## config.mk

```make
export PLATFORM = sky130hd
export DESIGN_NAME = dmem_arbiter
export DESIGN_NICKNAME = d
export VERILOG_FILES = /design/src/rtl/dmem_arb_pkg.sv /design/src/rtl/arb_sat_counter.sv /design/src/rtl/dmem_arbiter.sv
export SDC_FILE = /design/constraint.sdc
export NUM_CORES = 1
export LEC_CHECK = 0
export BUFFER_PORTS_ARGS = -buffer_cell sky130_fd_sc_hd__buf_2
export CORE_MARGIN = 2
export CORE_UTILIZATION = 33
export DETAILED_ROUTE_END_ITERATION = 10
export GPL_TIMING_DRIVEN = 0
export PLACE_DENSITY = 0.92
export SLEW_MARGIN = 30
export SYNTH_ARGS = -nofsm -noshare
export SYNTH_HDL_FRONTEND = slang
export SYNTH_SLANG_ARGS = --single-unit
```

## constraint.sdc

```tcl
create_clock -name CLK -period 2.7 [get_ports CLK]
set_input_delay 0.27 -clock CLK [delete_from_list [all_inputs] [get_ports CLK]]
set_output_delay 0.27 -clock CLK [all_outputs]
set_load 0.02 [all_outputs]
```

## src/rtl/dmem_arb_pkg.sv

```systemverilog
// Shared types and constants for the data-memory arbiter.
// Ownership states, the counter width and the default starvation bound.
package dmem_arb_pkg;

    // Which requester currently drives the data memory.
    typedef enum logic {
        ST_CORE = 1'b0,
        ST_HOST = 1'b1
    } arb_state_t;

    // Wide enough for any legal STARVE_MAX (1..15).
    localparam int CNT_W = 4;

    // Default bound on host waiting and on host burst length.
    localparam int STARVE_MAX_DEF = 4;

endpackage

```

## src/rtl/arb_sat_counter.sv

```systemverilog
// Saturating up-counter with synchronous clear.
// Clear has priority over enable; the count holds once it reaches MAX.
module arb_sat_counter #(
    parameter int W   = 4,
    parameter int MAX = 4
) (
    input  logic         clk,
    input  logic         rst,
    input  logic         en,
    input  logic         clr,
    output logic [W-1:0] count
);

    localparam logic [W-1:0] MAX_V = W'(MAX);

    // Count enabled cycles, stop at MAX, restart from zero on clear or reset.
    always_ff @(posedge clk) begin
        // NOTE: sequential state is always assigned with <= so every flop samples pre-edge values.
        if (rst || clr) begin
            count <= '0;
        end else if (en && (count != MAX_V)) begin
            count <= count + 1'b1;
        end
    end

endmodule

```

## src/rtl/dmem_arbiter.sv

```systemverilog
// Two-requester arbiter for the single-port data memory.
// The core load/store path has default priority; a host port preloads
// operands and reads back results. A saturating wait counter bounds how
// long a pending host request can be starved by continuous core traffic.
// The core is stalled only while the host owns the memory.
//
// Optional feature: define DMEM_ARB_HOST_BURST_EN to let a host holding
// host_lock keep the memory for up to STARVE_MAX consecutive accesses,
// after which one core cycle is forced. Without it host_lock is ignored and
// every host ownership lasts exactly one cycle.
module dmem_arbiter
    import dmem_arb_pkg::*;
#(
    parameter int AW         = 8,
    parameter int DW         = 8,
    parameter int STARVE_MAX = STARVE_MAX_DEF  // legal range 1..15
) (
    input  logic          CLK,
    input  logic          Reset,
    // core load/store path
    input  logic          core_req,
    input  logic          core_we,
    input  logic [AW-1:0] core_addr,
    input  logic [DW-1:0] core_wdata,
    output logic [DW-1:0] core_rdata,
    output logic          core_stall,
    // host port
    input  logic          host_req,
    input  logic          host_we,
    input  logic [AW-1:0] host_addr,
    input  logic [DW-1:0] host_wdata,
    input  logic          host_lock,
    output logic          host_ack,
    output logic [DW-1:0] host_rdata,
    // data memory
    output logic          mem_we,
    output logic [AW-1:0] mem_addr,
    output logic [DW-1:0] mem_wdata,
    input  logic [DW-1:0] mem_rdata
);

    // Value of a counter on the last cycle before its limit takes effect.
    localparam logic [CNT_W-1:0] CNT_LAST = CNT_W'(STARVE_MAX - 1);

    arb_state_t       state;
    logic [CNT_W-1:0] wait_cnt;
    logic             go_host;
    logic             stay_host;
    logic             wait_en;
    logic             wait_clr;

    // Host takes over when the core is idle or the host has waited long enough.
    always_comb begin
        go_host  = host_req && (!core_req || (wait_cnt == CNT_LAST));
        wait_en  = (state == ST_CORE) && host_req && core_req;
        wait_clr = (state == ST_HOST) || go_host;
    end

    arb_sat_counter #(
        .W   (CNT_W),
        .MAX (STARVE_MAX)
    ) u_wait_cnt (
        .clk   (CLK),
        .rst   (Reset),
        .en    (wait_en),
        .clr   (wait_clr),
        .count (wait_cnt)
    );

`ifdef DMEM_ARB_HOST_BURST_EN
    logic [CNT_W-1:0] burst_cnt;
    logic             burst_en;
    logic             burst_clr;

    // Count consecutive host cycles; any core cycle ends the burst.
    always_comb begin
        burst_en  = (state == ST_HOST);
        burst_clr = (state == ST_CORE);
        stay_host = host_lock && host_req && (burst_cnt < CNT_LAST);
    end

    arb_sat_counter #(
        .W   (CNT_W),
        .MAX (STARVE_MAX)
    ) u_burst_cnt (
        .clk   (CLK),
        .rst   (Reset),
        .en    (burst_en),
        .clr   (burst_clr),
        .count (burst_cnt)
    );
`else
    // Bursts disabled: the lock request has no effect.
    logic unused_host_lock;
    assign unused_host_lock = host_lock;
    assign stay_host        = 1'b0;
`endif

    // Ownership FSM: host cycles are single (or bounded bursts), then back to the core.
    always_ff @(posedge CLK) begin
        if (Reset) begin
            state <= ST_CORE;
        end else begin
            case (state)
                ST_CORE: if (go_host)    state <= ST_HOST;
                ST_HOST: if (!stay_host) state <= ST_CORE;
                default:                 state <= ST_CORE;
            endcase
        end
    end

    // Steer the memory port to the owner and derive the handshake outputs.
    always_comb begin
        // NOTE: every output gets a default first so no path leaves it unassigned (no latch).
        mem_we     = core_req && core_we;
        mem_addr   = core_addr;
        mem_wdata  = core_wdata;
        host_ack   = 1'b0;
        core_stall = 1'b0;
        if (state == ST_HOST) begin
            mem_we     = host_we;
            mem_addr   = host_addr;
            mem_wdata  = host_wdata;
            host_ack   = 1'b1;
            core_stall = core_req;
        end
    end

    // Read data is shared; each side only trusts it when it owns the memory.
    assign core_rdata = mem_rdata;
    assign host_rdata = mem_rdata;

endmodule

```

==> metrics, run 1 <==
post-route antenna net violation count 0; First DRT Iteration DRCs 11; WP data arrival approximately 1500 ps; Reg2Reg Capture Point u_wait_cnt.count[1]$_SDFFE_PP0P_; worst slew pin tran roughly 470 ps; Bufs on Longest Clock Path 2; CP required between 2000 and 2500 ps; status completed; synth unique cells 24; Slew Limit Fails 0; Setup CP Type reg -> out; CTS sink count 5; CP endpoint kind output port; post-cts resize count 0; I/O pin count between 80 and 90; vias in the first global route 665; drt total wl ~1800 µm; Diodes inserted 0; share of layout cells above drive strength 1 76.0%; commonest non-fill, non-tap cell in the layout buf_2; min-delay worst type in -> reg; WHS Path Cells 4; skew final 4.28 ps; Reg clk slew, reported paths around 40 ps; number of setup buffers added after CTS 0; final worst slack 888 ps; cts hold-fix bufs 0; max_cap viols 0; crit path launch type flip-flop; Wirelength per Cell ~11 µm; H-tree depth 1; Worst Setup SP state$_SDFF_PP0_; Area growth syn-to-layout 68.3%; crit path max fanout 10; fin nets 196; synthesized area 612 µm²; Leak Pwr 0.000546 µW; Rows 15; via count 749; First-pass DRT Iterations 4; RSZ-0062 raised after global routing no; DIE AREA 2210 µm²; Setup Viol. Count Final 0; gr ovfl total 0; register bit count reported by yosys 5; CTS Root Cell clkbuf_4; fin crit period 1810 ps; Setup crit end mem_wdata[5]; count of final hold-check violations 0; TritonCTS Buffers 3; Mapped Nets 119; max_slew headroom 68.7%; area of the core 1730 µm²; commonest non-fill, non-tap cells in the layout buf_2 (72), mux2_2 (16), buf_4 (16), dfxtp_1 (5); Max Fclk 552 MHz; CTS tree built; starting density of the core 35.4%; fin crit share 67.1%; register area share after synthesis 16.4%; Pwr per Cell Area 305 nW/µm²; first-pass GRT wire length ~2600 µm; average size of a mapped cell 8.74 µm²; Reg2Reg Depth 4; gr usage total around 16%; die height approximately 47 µm; total negative slack 0 ps; Post-Syn Instances 70; die span in x approximately 47 µm; clk_lat worst skew 240 ps; HPWL after DPL 1610 µm; pre-CTS setup slack roughly 1100 ps; Worst R2R Start u_wait_cnt.count[0]$_SDFFE_PP0P_; I/O Buffers 72; drt via density 4.38; largest net degree at the start of global routing 11; yosys warns 0; DRC 0; antenna violations before repair 0; worst reg2reg setup slack 1110 ps; Max IR drop VDD 0.291 mV; Final Wtd Congestion 0.711
cell type report:
type                            count  area (µm²)
Fill cell                         170         697
Multi-Input combinational cell     44         373
Timing Repair Buffer               72         360
Buffer                             18         128
Sequential cell                     5         100
Tap cell                           25        31.3
Clock buffer                        4        26.3
Inverter                            3        11.3
critical path, stage by stage, from the launching register on:
cell and delay [ps]:
dfxtp_1 350, clkbuf_1 390, mux2_2 390, buf_2 160
cell usage after synthesis:
cell	n	area, µm²
o21ai_0	3	15.0
nand2b_1	1	6.26
and2_1	1	6.26
nor3b_1	1	7.51
and3_1	1	6.26
or3_2	1	7.51
nand3_1	2	10.0
inv_1	3	11.3
o21a_1	1	7.51
a21oi_1	3	15.0
ha_1	2	25.0
clkbuf_1	2	7.51
and3b_4	1	12.5
or4_1	1	7.51
dfxtp_1	5	100
buf_4	16	120
or3_1	1	6.26
nor2_1	1	3.75
nand2_1	3	11.3
nand3b_1	1	7.51
or4bb_2	1	12.5
mux2_2	16	180
o31ai_1	2	15.0
o21ba_2	1	10.0
flip-flops by register name (all words and copies together) (netlist names):
register and count:
state 1, u_wait_cnt.count 4
kinds of logic after synthesis:
kind of cell,synth area share (%)
buffers and inverters,22.7
DFF,16.4
and+or+nand+nor,17.2
adders and majority gates,4.09
muxes,29.4
AOI/OAI and AO/OA,10.2
per-stage QoR:
stage | std cells | hold WS (ps) | utilization (%) | total power (µW) | instance area [µm²]
finish | 171 | 281 | 59.6 | 314 | 1030
detailed placement | 167 | 503 | 58.1 | 229 | 1000
global placement | 167 | 495 | 58.1 | 225 | 1000
global route | 171 | 288 | 59.6 | 336 | 1030
floorplan | 70 | 416 | - | 171 | 612
CTS | 171 | 275 | 59.6 | 318 | 1030
report_power, final:
part           internal [µW]  switching (µW)
logic                   74.2            75.6
registers               75.7            1.54
clock network           55.9            31.3
total                    206             108
how the worst min path moves through the flow:
stage	start	end	slack, ps
floorplan	host_req	state$_SDFF_PP0_	420
global placement	u_wait_cnt.count[3]$_SDFFE_PP0P_	u_wait_cnt.count[3]$_SDFFE_PP0P_	500
detailed placement	u_wait_cnt.count[3]$_SDFFE_PP0P_	u_wait_cnt.count[3]$_SDFFE_PP0P_	500
CTS	Reset	u_wait_cnt.count[3]$_SDFFE_PP0P_	280
global route	host_req	state$_SDFF_PP0_	290
finish	Reset	u_wait_cnt.count[3]$_SDFFE_PP0P_	280
layer usage:
layer  global-route usage, %  wire length (µm)  vias up
met5                       0                 0        -
met4                    6.67                29        0
met3                    6.92               188        2
met2                    32.6               967       37
met1                    13.9               632      327
li1                        -                 -      383
(Power assumes the default switching activity.)
==> inputs of run 2 (changes only) <==
ABC_AREA = 1   (was not set)
PLACE_DENSITY = 0.87   (was 0.92)
clock period = 1.85 ns   (was 2.7 ns; I/O delays follow)
==> metrics, run 2 <==
Final Wtd Congestion 0.823; Post-synth EDFFs 0; crit path launch type flip-flop; Non-Filler Instances ~220; drt via density 4.09; CTS sink count 5; Mapped Nets 169; Switching Fraction 37.2%; post-cts resize count 0; starting density of the core 35.0%; number of setup buffers added after CTS 0; Bufs on Longest Clock Path 2; Int Pwr roughly 290 µW; Rows 16; clk_lat worst skew 240 ps; fin nets 246; share of Yosys cell area claimed by the top area cell type 34.1%; TritonCTS Buffers 3; Top Registers u_wait_cnt.count: 4 flops, state: 1 flops; Synth area leaders nand2_1 (34%), buf_4 (18%), dfxtp_1 (14%); worst slew pin tran 277 ps; Wirelength per Cell 8.75 µm; Post-Syn Instances 120; fin crit period 1480 ps; vias in the first global route roughly 750; Area growth syn-to-layout 60.5%; die span in x 49.9 µm; total negative slack 0 ps; H-tree depth 1; commonest non-fill, non-tap cell in the layout buf_2; RSZ-0062 raised after global routing no; DRC 0; antenna violations before repair 0; placed cell count 219; Pwr per Cell Area 420 nW/µm²; HPWL after DPL 1660 µm; slowest CP cell dfxtp_1; fill count between 150 and 200; drt total wl ~2000 µm; Slew Limit Fails 0; commonest non-fill, non-tap cells in the layout buf_2 (74), nand2_1 (63), buf_4 (17), inv_1 (8); CP required 1660 ps; register bank with the most flops u_wait_cnt.count; switching power 174 µW; synth unique cells 17; worst-path cell chain buf_2, buf_4, nand2_1, nand2_1, buf_2; min-delay worst type in -> reg; I/O Buffers 72; max_slew headroom 81.5%; First-pass DRT Iterations 3; Reg clk slew, reported paths 40 ps; via count 912; post-route antenna net violation count 0; Buf/Inv on CP 3; CTS Root Cell clkbuf_4; Setup Viol. Count Final 0; average size of a mapped cell slightly below 6 µm²; most instantiated cells after synthesis nand2_1 (63), buf_4 (17), inv_1 (8); largest net degree at the start of global routing 11; register bit count reported by yosys 5; max reg flops 4; DIE AREA 2490 µm²; share of layout cells above drive strength 1 55.1%; async set or reset register ratio after synthesis 0%; count of final hold-check violations 0; gr usage total 14.6%; register share of total power 24.1%; Diodes inserted 0; I/O pin count 82; crit path max fanout 10; Max IR drop VDD 0.364 mV; commonest register cell after synthesis dfxtp_1; die height 49.9 µm; fin crit share around four fifths; skew final 1.83 ps; Leak Pwr 0.000704 µW; area of the core 1980 µm²; count leader, synth nand2_1; CTS tree built; CP endpoint kind output port; combinational share of power 50.0%; First DRT Iteration DRCs 6; area leader, netlist nand2_1; gr ovfl total 0; cts hold-fix bufs 0; Setup CP Type reg -> out; WP data arrival 1290 ps; Max Fclk 677 MHz; CP delay by family, top buffers and inverters; max_cap viols 0; Slowest Stage Delay on Critical Path ~350 ps; yosys warns 0; register area share after synthesis between 10% and 20%; first-pass GRT wire length 2900 µm; Clk pwr share 25.9%; synthesized area around 690 µm²; status completed
-- run 2: layout make-up --
type	instances	area, µm²	share of cell area (%)
multi-input combinational	85	415	37.3
buffer	19	138	12.3
tap	27	33.8	3.03
clock buffer	4	26.3	2.36
timing repair buffer	72	360	32.3
sequential	5	100	8.98
inverter	11	41.3	3.70
-- run 2: through the flow --
step	setup slack (ps)	total power [µW]	hold slack [ps]	cell area, µm²	utilization [%]
finish	374	469	246	1110	56.3
global route	267	506	240	1110	56.3
CTS	337	477	239	1110	56.3
detailed placement	600	350	486	1090	54.9
global placement	603	347	480	1090	54.9
floorplan	592	259	344	694	-
-- run 2: worst reg2reg max path, cell delays in order, from the launching register on --
cell     delay, ps
dfxtp_1        390
inv_1           80
ha_1           230
nand3_4        120
nand2_4         70
nand2_1         60
nand2_1         50
nand2_1         60
inv_1           40
-- run 2: path summary, 6_finish.rpt --
path,end,cells past startpoint,slack [ps],start
setup / recovery,mem_wdata[2],5,370,state$_SDFF_PP0_
hold / removal,u_wait_cnt.count[3]$_SDFFE_PP0P_,4,250,Reset
hold reg to reg,u_wait_cnt.count[3]$_SDFFE_PP0P_,2,490,u_wait_cnt.count[3]$_SDFFE_PP0P_
setup reg to reg,u_wait_cnt.count[2]$_SDFFE_PP0P_,8,650,u_wait_cnt.count[0]$_SDFFE_PP0P_
-- run 2: logic make-up (layout without fill, tap and decap cells) --
kind of cell	after synthesis	in the layout	share of synthesized area (%)
fa+ha+maj	2	2	3.60
flops	5	5	14.4
buf+inv	30	106	25.8
compound gates	4	4	4.50
simple gates	79	79	51.7
-- run 2: power groups by stage --
| stage | Combinational, µW | Clock [µW] | Sequential, µW |
|---|---|---|---|
| after detailed placement | 236 | 0 | 115 |
| after global placement | 233 | 0 | 115 |
| after CTS | 236 | 128 | 113 |
| final | 234 | 121 | 113 |
| after global routing | 253 | 140 | 113 |
| after floorplan | 144 | 0 | 115 |
-- run 2: metal layers --
layer | up-vias | global-route usage (%) | share of wire [%]
met4 | 0 | 4.63 | 0
li1 | 501 | - | -
met1 | 368 | 15.2 | 39
met5 | - | 0 | 0
met2 | 43 | 28.2 | 52
met3 | 0 | 3.33 | 9.7
